===== src/rtl/sid_env_pkg.sv =====
// Shared types, register map and rate/period tables for the multi-voice SID envelope.
package sid_env_pkg;

    typedef enum logic [1:0] {
        ATT     = 2'd0,
        DEC_SUS = 2'd1,
        REL     = 2'd2
    } stage_e;

    typedef enum logic [1:0] {
        SW_IDLE = 2'd0,
        SW_RUN  = 2'd1,
        SW_DONE = 2'd2
    } sweep_e;

    localparam int unsigned CNT_W = 15;
    localparam int unsigned DIV_W = 5;

    localparam int unsigned VOICE_STRIDE = 7;
    localparam int unsigned OFS_CTRL     = 4;
    localparam int unsigned OFS_AD       = 5;
    localparam int unsigned OFS_SR       = 6;

    // Lower bound of each exponential range, paired with its step period.
    localparam logic [7:0] EXP_TH_1  = 8'h5E;
    localparam logic [7:0] EXP_TH_2  = 8'h37;
    localparam logic [7:0] EXP_TH_4  = 8'h1B;
    localparam logic [7:0] EXP_TH_8  = 8'h0F;
    localparam logic [7:0] EXP_TH_16 = 8'h07;
    localparam logic [7:0] EXP_TH_30 = 8'h01;

    typedef struct packed {
        logic [7:0]       env;
        stage_e           stage;
        logic             last_gate;
        logic [CNT_W-1:0] cnt;
        logic [DIV_W-1:0] exp_div;
    } voice_state_t;

    typedef struct packed {
        logic       gate;
        logic [3:0] att;
        logic [3:0] dec;
        logic [3:0] sus;
        logic [3:0] rel;
    } voice_regs_t;

    localparam voice_state_t VOICE_STATE_RST = '{
        env: 8'h00, stage: REL, last_gate: 1'b0, cnt: '0, exp_div: '0
    };
    localparam voice_regs_t VOICE_REGS_RST = '0;

    function automatic logic [CNT_W-1:0] cnt_max(input logic [3:0] rate);
        logic [CNT_W-1:0] m;
        case (rate)
            4'd0:    m = 15'd8;
            4'd1:    m = 15'd31;
            4'd2:    m = 15'd62;
            4'd3:    m = 15'd94;
            4'd4:    m = 15'd148;
            4'd5:    m = 15'd219;
            4'd6:    m = 15'd266;
            4'd7:    m = 15'd312;
            4'd8:    m = 15'd391;
            4'd9:    m = 15'd976;
            4'd10:   m = 15'd1953;
            4'd11:   m = 15'd3125;
            4'd12:   m = 15'd3906;
            4'd13:   m = 15'd11719;
            4'd14:   m = 15'd19531;
            default: m = 15'd31250;
        endcase
        return m;
    endfunction

    function automatic logic [DIV_W-1:0] exp_period(input logic [7:0] env);
        logic [DIV_W-1:0] p;
        if (env >= EXP_TH_1)       p = 5'd1;
        else if (env >= EXP_TH_2)  p = 5'd2;
        else if (env >= EXP_TH_4)  p = 5'd4;
        else if (env >= EXP_TH_8)  p = 5'd8;
        else if (env >= EXP_TH_16) p = 5'd16;
        else if (env >= EXP_TH_30) p = 5'd30;
        else                       p = 5'd1;
        return p;
    endfunction

endpackage


===== src/rtl/sid_env_mux_if.sv =====
// Register bus, tick input and envelope outputs of the multi-voice envelope block.
interface sid_env_mux_if #(
    parameter int unsigned NUM_VOICES = 3,
    parameter int unsigned ADDR_W     = 5
);
    logic                    clkEn;
    logic                    iWE;
    logic [ADDR_W-1:0]       iAddr;
    logic [7:0]              iData;
    logic [8*NUM_VOICES-1:0] oOut;
    logic [2*NUM_VOICES-1:0] oStage;
    logic                    oValid;
    logic                    oOverrun;

    modport master (
        output clkEn, iWE, iAddr, iData,
        input  oOut, oStage, oValid, oOverrun
    );

    modport slave (
        input  clkEn, iWE, iAddr, iData,
        output oOut, oStage, oValid, oOverrun
    );
endinterface


===== src/rtl/sid_env_step.sv =====
// Combinational next-state function for one envelope voice: gate edges, rate
// counter, linear attack and range-based exponential decay/release.
module sid_env_step
    import sid_env_pkg::*;
(
    input  voice_regs_t  regs_i,
    input  voice_state_t state_i,
    output voice_state_t state_o
);

    stage_e     stage_g;
    logic [3:0] rate;
    logic       rate_tick;
    logic [7:0] sus_lvl;
    logic [7:0] env_up;

    assign sus_lvl = {regs_i.sus, regs_i.sus};
    assign env_up  = (state_i.env == 8'hFF) ? 8'hFF : state_i.env + 8'd1;

    always_comb begin
        // NOTE: every output and local takes a default first, so no path can infer a latch.
        state_o           = state_i;
        state_o.last_gate = regs_i.gate;

        case (state_i.stage)
            ATT, DEC_SUS: stage_g = state_i.stage;
            default:      stage_g = REL;
        endcase
        if (regs_i.gate && !state_i.last_gate)      stage_g = ATT;
        else if (!regs_i.gate && state_i.last_gate) stage_g = REL;
        state_o.stage = stage_g;

        case (stage_g)
            ATT:     rate = regs_i.att;
            DEC_SUS: rate = regs_i.dec;
            default: rate = regs_i.rel;
        endcase

        rate_tick   = (state_i.cnt == '0);
        state_o.cnt = rate_tick ? cnt_max(rate) : state_i.cnt - CNT_W'(1);

        if (rate_tick) begin
            if (stage_g == ATT) begin
                state_o.env = env_up;
                if (env_up == 8'hFF) state_o.stage = DEC_SUS;
            end else if (state_i.exp_div == '0) begin
                state_o.exp_div = exp_period(state_i.env) - DIV_W'(1);
                // Decay never climbs back up if sustain is raised above env.
                if (stage_g == DEC_SUS) begin
                    if (state_i.env > sus_lvl) state_o.env = state_i.env - 8'd1;
                end else if (state_i.env != 8'h00) begin
                    state_o.env = state_i.env - 8'd1;
                end
            end else begin
                state_o.exp_div = state_i.exp_div - DIV_W'(1);
            end
        end
    end

endmodule


===== src/rtl/sid_env_mux.sv =====
// Multi-voice ADSR envelope: one shared step datapath swept across per-voice
// state, one voice per clk, started by each 1 MHz tick.
module sid_env_mux
    import sid_env_pkg::*;
#(
    parameter int unsigned NUM_VOICES = 3,
    parameter int unsigned BASE_ADDR  = 0,
    parameter int unsigned ADDR_W     = 5
) (
    input logic          clk,
    input logic          rst_n,
    sid_env_mux_if.slave bus
);

    localparam int unsigned       VIDX_W     = (NUM_VOICES > 1) ? $clog2(NUM_VOICES) : 1;
    localparam logic [VIDX_W-1:0] LAST_VOICE = VIDX_W'(NUM_VOICES - 1);

    sweep_e            sweep_q, sweep_d;
    logic [VIDX_W-1:0] voice_q, voice_d;
    logic              overrun_q, overrun_d;
    logic              slot_en;
    logic              valid;

    voice_regs_t  regs_q  [NUM_VOICES];
    voice_state_t state_q [NUM_VOICES];
    voice_regs_t  cur_regs;
    voice_state_t cur_state;
    voice_state_t nxt_state;

    function automatic logic [ADDR_W-1:0] voice_addr(input int unsigned v, input int unsigned ofs);
        return ADDR_W'(BASE_ADDR + VOICE_STRIDE * v + ofs);
    endfunction

    // NOTE: sequential state is updated with <= only, so every flop samples pre-edge values.
    always_ff @(posedge clk or negedge rst_n) begin
        if (!rst_n) begin
            sweep_q   <= SW_IDLE;
            voice_q   <= '0;
            overrun_q <= 1'b0;
        end else begin
            sweep_q   <= sweep_d;
            voice_q   <= voice_d;
            overrun_q <= overrun_d;
        end
    end

    always_comb begin
        sweep_d = sweep_q;
        voice_d = voice_q;
        case (sweep_q)
            SW_RUN: begin
                if (voice_q == LAST_VOICE) sweep_d = SW_DONE;
                else                       voice_d = voice_q + VIDX_W'(1);
            end
            default: begin
                sweep_d = SW_IDLE;
                if (bus.clkEn) begin
                    sweep_d = SW_RUN;
                    voice_d = '0;
                end
            end
        endcase
    end

    // A tick arriving while voices are still being swept is lost.
    always_comb begin
        slot_en   = (sweep_q == SW_RUN);
        valid     = (sweep_q == SW_DONE);
        overrun_d = overrun_q | (bus.clkEn && (sweep_q == SW_RUN));
    end

    assign cur_regs  = regs_q[voice_q];
    assign cur_state = state_q[voice_q];

    sid_env_step u_step (
        .regs_i  (cur_regs),
        .state_i (cur_state),
        .state_o (nxt_state)
    );

    // A write landing on the active slot's edge is seen on the next tick.
    always_ff @(posedge clk or negedge rst_n) begin
        if (!rst_n) begin
            for (int unsigned v = 0; v < NUM_VOICES; v++) regs_q[v] <= VOICE_REGS_RST;
        end else if (bus.iWE) begin
            for (int unsigned v = 0; v < NUM_VOICES; v++) begin
                if (bus.iAddr == voice_addr(v, OFS_CTRL)) begin
                    regs_q[v].gate <= bus.iData[0];
                end
                if (bus.iAddr == voice_addr(v, OFS_AD)) begin
                    regs_q[v].att <= bus.iData[7:4];
                    regs_q[v].dec <= bus.iData[3:0];
                end
                if (bus.iAddr == voice_addr(v, OFS_SR)) begin
                    regs_q[v].sus <= bus.iData[7:4];
                    regs_q[v].rel <= bus.iData[3:0];
                end
            end
        end
    end

    // NOTE: the per-voice state array is reset in full; a stale env would be audible.
    always_ff @(posedge clk or negedge rst_n) begin
        if (!rst_n) begin
            for (int unsigned v = 0; v < NUM_VOICES; v++) state_q[v] <= VOICE_STATE_RST;
        end else if (slot_en) begin
            state_q[voice_q] <= nxt_state;
        end
    end

    for (genvar v = 0; v < NUM_VOICES; v++) begin : g_out
        assign bus.oOut[8*v +: 8]   = state_q[v].env;
        assign bus.oStage[2*v +: 2] = state_q[v].stage;
    end

    assign bus.oValid   = valid;
    assign bus.oOverrun = overrun_q;

endmodule


===== src/flat_wrapper.sv =====
// flat-port wrapper written by rule: the top's interface ports become plain ports
module sid_env_mux_flat import sid_env_pkg::*;
#(
    parameter int unsigned NUM_VOICES = 3,
    parameter int unsigned BASE_ADDR  = 0,
    parameter int unsigned ADDR_W     = 5
)
  (clk, rst_n, bus_clkEn, bus_iWE, bus_iAddr, bus_iData, bus_oOut, bus_oStage, bus_oValid, bus_oOverrun);
  sid_env_mux_if #(.NUM_VOICES(NUM_VOICES), .ADDR_W(ADDR_W)) bus_i ();
  input logic clk;
  input logic rst_n;
  input wire logic [$bits(bus_i.clkEn)-1:0] bus_clkEn;
  input wire logic [$bits(bus_i.iWE)-1:0] bus_iWE;
  input wire logic [$bits(bus_i.iAddr)-1:0] bus_iAddr;
  input wire logic [$bits(bus_i.iData)-1:0] bus_iData;
  output wire logic [$bits(bus_i.oOut)-1:0] bus_oOut;
  output wire logic [$bits(bus_i.oStage)-1:0] bus_oStage;
  output wire logic [$bits(bus_i.oValid)-1:0] bus_oValid;
  output wire logic [$bits(bus_i.oOverrun)-1:0] bus_oOverrun;
  assign bus_i.clkEn = bus_clkEn;
  assign bus_i.iWE = bus_iWE;
  assign bus_i.iAddr = bus_iAddr;
  assign bus_i.iData = bus_iData;
  assign bus_oOut = bus_i.oOut;
  assign bus_oStage = bus_i.oStage;
  assign bus_oValid = bus_i.oValid;
  assign bus_oOverrun = bus_i.oOverrun;
  sid_env_mux #(.NUM_VOICES(NUM_VOICES), .BASE_ADDR(BASE_ADDR), .ADDR_W(ADDR_W)) u_core (.clk(clk), .rst_n(rst_n), .bus(bus_i));
endmodule

===== config.mk =====
export PLATFORM = sky130hd
export DESIGN_NAME = sid_env_mux_flat
export DESIGN_NICKNAME = d
export VERILOG_FILES = /design/src/rtl/sid_env_pkg.sv /design/src/rtl/sid_env_mux_if.sv /design/src/rtl/sid_env_step.sv /design/src/rtl/sid_env_mux.sv /design/src/flat_wrapper.sv
export SDC_FILE = /design/constraint.sdc
export NUM_CORES = 1
export LEC_CHECK = 0
export BUFFER_PORTS_ARGS = -buffer_cell sky130_fd_sc_hd__buf_4
export CAP_MARGIN = 5
export CORE_MARGIN = 2
export CORE_UTILIZATION = 50
export DETAILED_ROUTE_END_ITERATION = 8
export HOLD_SLACK_MARGIN = 0.15
export PLACE_DENSITY = 0.67
export SLEW_MARGIN = 20
export SYNTH_ARGS = -nofsm -noshare
export SYNTH_HDL_FRONTEND = slang
export SYNTH_SLANG_ARGS = --single-unit

===== constraint.sdc =====
create_clock -name clk -period 5.7 [get_ports clk]
set_clock_uncertainty 0.2 [all_clocks]
set_input_delay 0.285 -clock clk [delete_from_list [all_inputs] [get_ports clk]]
set_output_delay 0.285 -clock clk [all_outputs]
set_load 0.05 [all_outputs]

# Word-level counts from Yosys, hierarchy flattened
# Memory sizes are Yosys's and may differ from the RTL's.
# Cells that the tools add are included.
dict set report totals {
  n_memories 1
  mem_bits_ro 240
  reg_bits 149
  in_bits 17
  wordCells 133
}
dict set report op_classes {
  n_reduce_logical 23
  eq_ne 18
  mux 41
  bitwise 2
  n_addsub 6
  n_lt_le_gt_ge 9
}
# memory depth width rd rd_clocked_by_memory_dff wr line_no
set memory_table {}
lappend memory_table {{(no name shown)} 16 15 1 0 0 sid_env_pkg.sv:55} ;# case (rate)
# cell n
set ops {}
lappend ops {{$bwmux 93} 1}
lappend ops {{$mux 31} 3}
lappend ops {{$bmux 31 s2} 1}
lappend ops {{$demux 31 s2} 1}
lappend ops {{$mux 5} 12}
lappend ops {{$mux 8} 6}
lappend ops {{$bmux 17 s2} 1}
lappend ops {{$mux 17} 2}
lappend ops {{$mux 2} 10}
lappend ops {{$reduce_and 2->1} 10}
lappend ops {{$eq 8x8->1 const B} 2}
lappend ops {{$eq 5x3->1 const B} 3}
lappend ops {{$eq 5x4->1 const B} 3}
lappend ops {{$eq 5x5->1 const B} 3}
lappend ops {{$logic_not 15->1} 1}
lappend ops {{$mux 15} 1}
lappend ops {{$sub 15x1->15 const B} 1}
lappend ops {{$mux 10} 1}
lappend ops {{$sub 5x1->5 const B} 2}
lappend ops {{$add 8x1->8 const B} 1}
lappend ops {{$ge 8x1->1 const B} 1}
lappend ops {{$ge 8x3->1 const B} 1}
lappend ops {{$ge 8x4->1 const B} 1}
lappend ops {{$ge 8x5->1 const B} 1}
lappend ops {{other kinds (21)} 30}

# Depth between registers and ports, before layout
# Gate-level depths: netlist of the first run.
dict set report depth {
  ltp_word 19
  depth_mapped 19
  depth_no_buf 14
}

# Hierarchy
# From an unflattened synthesis of the first run, not the netlist that was laid out.
dict set report unflattened {
  hier_cells 841
  area_unflattened_um2 8953.6
}
# module instances seq_area_each_um2 cells_per_inst area_each_um2
set by_module_without_submodules {}
lappend by_module_without_submodules {sid_env_mux 1 3732.3 528 6924.1}
lappend by_module_without_submodules {sid_env_step 1 0.0 313 2029.4}

# Worst setup path before layout of the first run
# Ideal clock, no wire load.
dict set report synth_timing {
  kind {register to register}
  startpoint {register u_core.voice_q[1]}
  endpoint {register u_core.state_q[64] in the netlist's numbering}
  slack_ns 1.477
  stages_incl_launch_ff 17
  required_ns 5.372
  arrival_time_ns 3.895
  cell_sequence {dfrtp_1 > buf_4 > buf_6 > buf_6 > buf_6 > buf_6 > mux2_1 > a22oi_1 > ha_1 > o211ai_1 > or4_1 > buf_2 > or4_4 > nor3_4 > buf_6 > mux2i_1 > o21ai_1}
}
dict set report synth_between {
  elab_chain_len 19
  word_cells_on_any_way 46
}
# item line_no
set synth_lines {}
lappend synth_lines {{start, declared} sid_env_mux.sv:19} ;# logic [VIDX_W-1:0] voice_q, voice_d;
lappend synth_lines {{start signal, assigned} sid_env_mux.sv:42} ;# voice_q <= voice_d;
lappend synth_lines {{$not 2->3 (implied by the code) *} {sid_env_mux.sv:72, sid_env_mux.sv:73, sid_env_mux.sv:107}}
lappend synth_lines {{$bmux 31 s2} sid_env_mux.sv:73} ;# assign cur_state = state_q[voice_q];
lappend synth_lines {{$mux 31 (implied by the code) (2 in series)} sid_env_mux.sv:73}
lappend synth_lines {{$ge 8x1->1} sid_env_pkg.sv:83} ;# else if (env >= EXP_TH_30) p = 5'd30;
lappend synth_lines {{$mux 5} sid_env_pkg.sv:83}
lappend synth_lines {{$mux 5} sid_env_pkg.sv:82} ;# else if (env >= EXP_TH_16) p = 5'd16;
lappend synth_lines {{$mux 5} sid_env_pkg.sv:81} ;# else if (env >= EXP_TH_8) p = 5'd8;
lappend synth_lines {{$mux 5} sid_env_pkg.sv:80} ;# else if (env >= EXP_TH_4) p = 5'd4;
lappend synth_lines {{[... 2 more ...]} n/a}
lappend synth_lines {{$mux 5} sid_env_step.sv:46} ;# end else if (state_i.exp_div == '0) begin
lappend synth_lines {{$mux 5} sid_env_step.sv:43} ;# if (stage_g == ATT) begin
lappend synth_lines {{$mux 5} sid_env_step.sv:42} ;# if (rate_tick) begin
lappend synth_lines {{$sub 5x1->5} sid_env_step.sv:47} ;# state_o.exp_div = exp_period(state_i.env) - DIV_W'(1);
lappend synth_lines {{$mux 5} sid_env_step.sv:46}
lappend synth_lines {{$mux 5} sid_env_step.sv:43}
lappend synth_lines {{$mux 5} sid_env_step.sv:42}
lappend synth_lines {{$bwmux 93 *} sid_env_mux.sv:107} ;# state_q[voice_q] <= nxt_state;
lappend synth_lines {{end signal, assigned by index} sid_env_mux.sv:107}
lappend synth_lines {{end, declared} sid_env_mux.sv:25} ;# voice_state_t state_q [NUM_VOICES];
# Every way passes the cells marked *; elsewhere a longest branch is shown, timed or not. The select of a mux whose other input is x is not followed.
# A chain may end at the register's enable or synchronous reset.

# Worst setup path in the final report of the first run
dict set report layout_timing {
  startpoint {register u_core.voice_q[1]}
  endpoint {register u_core.state_q[69] in the netlist's numbering}
}
dict set report layout_between {
  elab_chain_len 14
  word_cells_on_any_way 30
}
# item line_no
set layout_lines {}
lappend layout_lines {{$not 2->3 (implied by the code) *} {sid_env_mux.sv:72, sid_env_mux.sv:73, sid_env_mux.sv:107}}
lappend layout_lines {{$bmux 31 s2} sid_env_mux.sv:73}
lappend layout_lines {{$mux 31 (implied by the code) (2 in series)} sid_env_mux.sv:73}
lappend layout_lines {{$eq 2x1->1 / $logic_not 2->1 (equally long branches)} sid_env_step.sv:25} ;# case (state_i.stage)
lappend layout_lines {{$reduce_or 2->1} sid_env_step.sv:25}
lappend layout_lines {{$mux 2} sid_env_step.sv:25}
lappend layout_lines {{$mux 2} sid_env_step.sv:30} ;# else if (!regs_i.gate && state_i.last_gate) stage_g = REL;
lappend layout_lines {{$mux 2} sid_env_step.sv:29} ;# if (regs_i.gate && !state_i.last_gate) stage_g = ATT;
lappend layout_lines {{$eq 2x1->1 / $logic_not 2->1 (equally long branches)} sid_env_step.sv:33} ;# case (stage_g)
lappend layout_lines {{$pmux 4 s2} sid_env_step.sv:33}
lappend layout_lines {{$mem_v2 16x15} n/a}
lappend layout_lines {{$mux 15} sid_env_step.sv:40} ;# state_o.cnt = rate_tick ? cnt_max(rate) : state_i.cnt - CNT_W'(1);
lappend layout_lines {{$bwmux 93 *} sid_env_mux.sv:107}
# Marked as above.

==> metrics.yaml, run 1 <==
status: "complete, no violations"
vdd_drop_max_uv: 387
synthTopCellsByArea: "dfrtp_1 40%, mux2_2 6.7%, mux2i_1 6.1%"
drc: 0
power_density_mw_per_mm2: 670
setup-violations-final: 0
rsz0062_at_grt: "false"
drv_cap: 0
ys_types: 84
dp.final_hpwl_mm: 15.7
synth_area_leader_cell: "dfrtp_1"
cts-root-buf: "clkbuf_16"
cp.required_ns: 5.79
gp_congestion: 0.966
timing.rr.end: "u_core.state_q[69]"
fp.dieArea_mm2: 0.0193
num-fill-cells: 1598
drt-total-wl_mm: 22.9
syn_inst: 940
grt_pass1_vias: 7001
cts_buffers: 17
cp-endpoint: "u_core.state_q[69]"
wl_per_cell_um: 19.2
avgSynthCellArea_um2: 9.70
diodes: 0
critical_path_peak_fanout: 22
cts_buffer_depth: 2
worst_slew_pin_slew_ns: 1.06
clkLatencyLatePin_ns: 0.44
reg2reg_setup_slack_ns: 1.10
final_common_cell: "dfrtp_1"
yosysWarnings: 0
synthFlopType: "dfrtp_1"
final_nets: 992
min_path_type: "primary input to register"
crit_slowest_cell: "o41ai_4"
cp-end-kind: "register"
vias_per_cell: 6.05
core.rowCount: 49
post_cts_resized: 0
antenna_left: 0
antenna_found_initial: 0
cts_sinks: 149
crit_chain: "buf_4, mux2i_1, o2bb2ai_1, maj3_1, o41ai_4, inv_1, ha_1, nand4_1, o21ai_0, o221ai_1, a31oi_1"
critical_path_class: "register to register"
crit_start: "u_core.voice_q[1]"
slew_headroom: 0.293
grt_max_degree: 97
leakage_nw: 4.29
die_x_um: 139
layout_common_cells: "144 x dfrtp_1, 103 x nand2_1, 67 x nor2_1, 63 x o21ai_0, 61 x buf_4"
finalCriticalPeriod_ns: 4.60
fin_crit_sh: 0.807
synth_area_mm2: 0.00912
clkTransAtPathRegs_ns: 0.06
slew_violations: 0
grt_usage: 0.246
hold_violations: 0
r2r-start: "u_core.voice_q[1]"
p_total_mw: 6.78
cts_tree: "done"
grt_first_pass_wirelength_mm: 38.0
ys_seq_elements: 149
dr.pass1.iters: 5
arrival_ns: 4.69
h-tree-depth: 4
synth_edf_count: 0
tns_ns: 0
reg2reg_depth: 11
portBuffers: 48
timing.hold.ws_ns: 0.199
synth.top_cell.area_share: 0.401
core_area_mm2: 0.0179
synthArstFlopShare: 1.00
fmax_mhz: 217
final.setup.worst_slack_ns: 1.10
initial_core_util: 0.509
synthToLayoutAreaGrowth_pct: 10.9
critPathMaxStageDelay_ns: 0.75
globalRouteOverflowTotal: 0
drive_gt1_frac: 0.197
vias: 7214
ys_seq_area_frac: 0.409
fin_util: 0.565
pin_count: 49
cp-start-kind: "register"
drtIter0Drc: 572
synth.net_count: 982
pre_cts_ws_ns: 1.11
die_h_um: 139
cts_setup_buffers: 0
## layer usage
layer	track usage	vias to the layer above	part of all wire
li1	-	3442	-
met1	0.350	3523	0.48
met2	0.377	212	0.45
met3	0.0439	37	0.050
met4	0.0898	0	0.019
met5	0	-	0
## how the worst min path moves through the flow
stage	to	cells after the start	slack, ns	start
after floorplan	u_core.bus.oOut[0]	0	-0.21	rst_n
after global placement	u_core.state_q[71]	1	0.24	rst_n
after detailed placement	u_core.state_q[71]	1	0.25	rst_n
after CTS	u_core.regs_q[16]	4	0.19	bus_iAddr[4]
after global routing	u_core.regs_q[16]	4	0.25	bus_iAddr[4]
final	u_core.regs_q[16]	4	0.20	bus_iAddr[4]
## registers in the layout (all words and copies together), names as in the netlist
| register | count |
|---|---|
| u_core.bus.oOut | 24 |
| u_core.bus.oOverrun | 1 |
| u_core.bus.oStage | 6 |
| u_core.regs_q | 51 |
| u_core.state_q | 63 |
| u_core.sweep_q | 2 |
| u_core.voice_q | 2 |
## cells by family (layout without fill, tap and decap cells)
kind of cell | Yosys count | in the layout | synth area share
multiplexers | 114 | 114 | 0.135
AO/OA/AOI/OAI | 255 | 255 | 0.192
XOR/XNOR | 16 | 16 | 0.0154
AND/OR/NAND/NOR | 271 | 271 | 0.146
adder cells (fa/ha/maj) | 27 | 27 | 0.0365
buffers and inverters | 108 | 131 | 0.0660
flip-flops | 149 | 149 | 0.409
## area by class of cell
| cell class | instances | area [um2] | share of cell area |
|---|---|---|---|
| Clock inverter | 12 | 129 | 0.0127 |
| Tap cell | 229 | 287 | 0.0283 |
| Clock buffer | 20 | 447 | 0.0442 |
| Sequential cell | 149 | 3730 | 0.369 |
| Multi-Input combinational cell | 683 | 4800 | 0.475 |
| Timing Repair Buffer | 79 | 639 | 0.0632 |
| Inverter | 20 | 75.1 | 0.00742 |
## cells in the mapped netlist (all sizes together) (4+ instances only)
master	n
dfrtp	146
nand2	106
o21ai	78
nor2	68
buf	61
mux2	57
mux2i	57
a21oi	36
a31oi	30
clkbuf	27
ha	25
o31ai	20
inv	18
nor3	18
o2bb2ai	18
nand3	14
xnor2	13
nand4	10
and2	8
and3	8
o211ai	8
o22ai	8
a22oi	7
nand3b	7
nor4	7
a2bb2oi	6
nor2b	6
o21a	6
a21o	5
a2111oi	4
nor4b	4
or3	4
## worst max-delay path, delay by kind of cell, from the launching register on
family / cells / cell delay [ns]
AO/OA/AOI/OAI: 5 / 1.55
adder cells (fa/ha/maj): 2 / 0.92
buffers and inverters: 2 / 0.70
flip-flops: 1 / 0.68
multiplexers: 1 / 0.29
AND/OR/NAND/NOR: 1 / 0.10
## what timing repair did
item                                    in CTS  in global routing
endpoints found under the hold margin      147                  0
hold buffers                                17                  0
endpoints found under the setup margin       0                  0
## metrics by stage
stage,cells,instance area (um2)
final,1192,10100
after global routing,1192,10100
after CTS,1192,10100
after detailed placement,1143,9360
after global placement,1143,9360
after floorplan,940,9120
## report_power, final
group / switching [mW] / internal (mW)
registers: 0.228 / 1.37
clock network: 0.461 / 0.654
logic: 2.67 / 1.39
total: 3.36 / 3.42
(Power assumes the default switching activity.)
==> run 2: changes to the inputs <==
==> constraint.sdc (replaced) <==
create_clock -name clk -period 4.51 [get_ports clk]
set_clock_uncertainty 0.2 [all_clocks]
set_input_delay 0.2255 -clock clk [delete_from_list [all_inputs] [get_ports clk]]
set_output_delay 0.2255 -clock clk [all_outputs]
set_load 0.05 [all_outputs]
==> run 2 against run 1 <==
Utilization rose by 0.96 points. Die area did not move. Total power up 29%. Via count rose by 1.0%. Critical path type unchanged.
==> metrics.yaml, run 2 (synthesis gave the netlist of run 1 again) <==
status: "complete, no violations"
antenna_found_initial: 0
final_common_cell: "dfrtp_1"
cts_buffer_depth: 2
antenna_left: 0
wl_per_cell_um: 19.4
met1_usage: 0.358
crit_slowest_cell: "dfrtp_2"
cts_sinks: 149
h-tree-depth: 4
clkLatencyLatePin_ns: 0.43
leakage_nw: 4.38
vdd_drop_max_uv: 508
cts_setup_buffers: 0
arrival_ns: 4.34
grtUsageMet2: 0.381
globalRouteOverflowTotal: 0
vias: 7288
p_sw_frac: 0.489
slew_violations: 0
drt-total-wl_mm: 23.4
crit_start: "u_core.voice_q[1]"
largest_reg_flops: 63
drtIter0Drc: 582
core.rowCount: 49
tns_ns: 0
finalCriticalPeriod_ns: 4.20
die_h_um: 139
clkTransAtPathRegs_ns: 0.06
pin_count: 49
gr-usage-met3: 0.0445
core_area_mm2: 0.0179
drive_gt1_frac: 0.212
power_density_mw_per_mm2: 849
grt_max_degree: 53
critical_path_class: "register to register"
die_x_um: 139
fin_cells: 1209
portBuffers: 48
top_usage_layer: "met2"
regMostFlops: "u_core.state_q"
cts_tree: "done"
placed_cell_area_mm2: 0.00948
switchingPower_mw: 4.27
grt_usage: 0.249
cts_buffers: 17
initial_core_util: 0.509
drc: 0
final.setup.worst_slack_ns: 0.314
fp.dieArea_mm2: 0.0193
clock_power_share: 0.168
dp.final_hpwl_mm: 16.6
worst_slew_pin_slew_ns: 0.999
intPower_mw: 4.46
synthToLayoutAreaGrowth_pct: 12.8
timing.hold.ws_ns: 0.261
pre_cts_ws_ns: 0.422
diodes: 0
crit_chain: "buf_4, mux2i_1, nor2_1, a21oi_2, ha_1, nor2b_1, o211ai_1, and3_1, o311a_1, nor2_1, ha_1, nand4_1, mux2i_4, o31ai_2"
fmax_mhz: 238
r2r-start: "u_core.voice_q[1]"
crit_family: "compound AO/OA/AOI/OAI gates"
min_path_type: "register to register"
combPwrFrac: 0.606
vias_per_cell: 6.03
gp_congestion: 0.998
cp.buffers_inverters: 1
critPathMaxStageDelay_ns: 0.45
fin_util: 0.575
place_inst: 1159
hold_violations: 0
cts-root-buf: "clkbuf_16"
reg2reg_depth: 14
cp-start-kind: "register"
cp.required_ns: 4.65
finalInstanceArea_mm2: 0.0103
p_seq_frac: 0.227
critical_path_peak_fanout: 22
slew_headroom: 0.332
crit_cells: 14
dr.pass1.iters: 5
hp-start: "u_core.bus.oOverrun"
cp-end-kind: "register"
grt_pass1_vias: 7082
holdPathStages: 1
num-fill-cells: 1616
drv_cap: 0
final_nets: 1009
grt_first_pass_wirelength_mm: 38.6
setup-violations-final: 0
p_total_mw: 8.73
rsz0062_at_grt: "false"
fin_crit_sh: 0.930
layout_common_cells: "144 x dfrtp_1, 103 x nand2_1, 77 x buf_4, 67 x nor2_1, 63 x o21ai_0"
-- run 2: cell type report --
class	count	area, um2	area share
sequential	149	3730	0.363
timing repair buffer	96	787	0.0765
tap	229	287	0.0279
clock inverter	15	179	0.0174
multi-input combinational	683	4800	0.466
inverter	20	75.1	0.00730
clock buffer	17	425	0.0414
-- run 2: power groups by stage --
stage / clock network (mW) / logic, mW / registers [mW]
after floorplan: 0 / 4.12 / 1.92
after global placement: 0 / 5.15 / 1.99
after detailed placement: 0 / 5.19 / 2.00
after CTS: 1.49 / 5.23 / 1.98
after global routing: 1.55 / 5.76 / 2.03
final: 1.47 / 5.29 / 1.98
-- run 2: what timing repair did --
action,in CTS,in global routing
hold buffers,18,0
endpoints found under the hold margin,104,0
gates resized for setup,0,0
setup endpoints to repair,0,0
-- run 2: per-layer routing --
layer  share of wire  wire (um)  vias up
met3           0.061       1430       34
met5               0          0        -
met1            0.47      10900     3548
met4           0.021        500        0
met2            0.45      10600      229
li1                -          -     3477
-- run 2: path summary, 6_finish.rpt --
check	slack (ns)	to
max	0.31	u_core.state_q[66]
min	0.26	u_core.bus.oOverrun
max reg2reg	0.31	u_core.state_q[66]
min reg2reg	0.26	u_core.bus.oOverrun
max in group asynchronous	2.76	u_core.state_q[62]
min in group asynchronous	0.68	u_core.state_q[13]
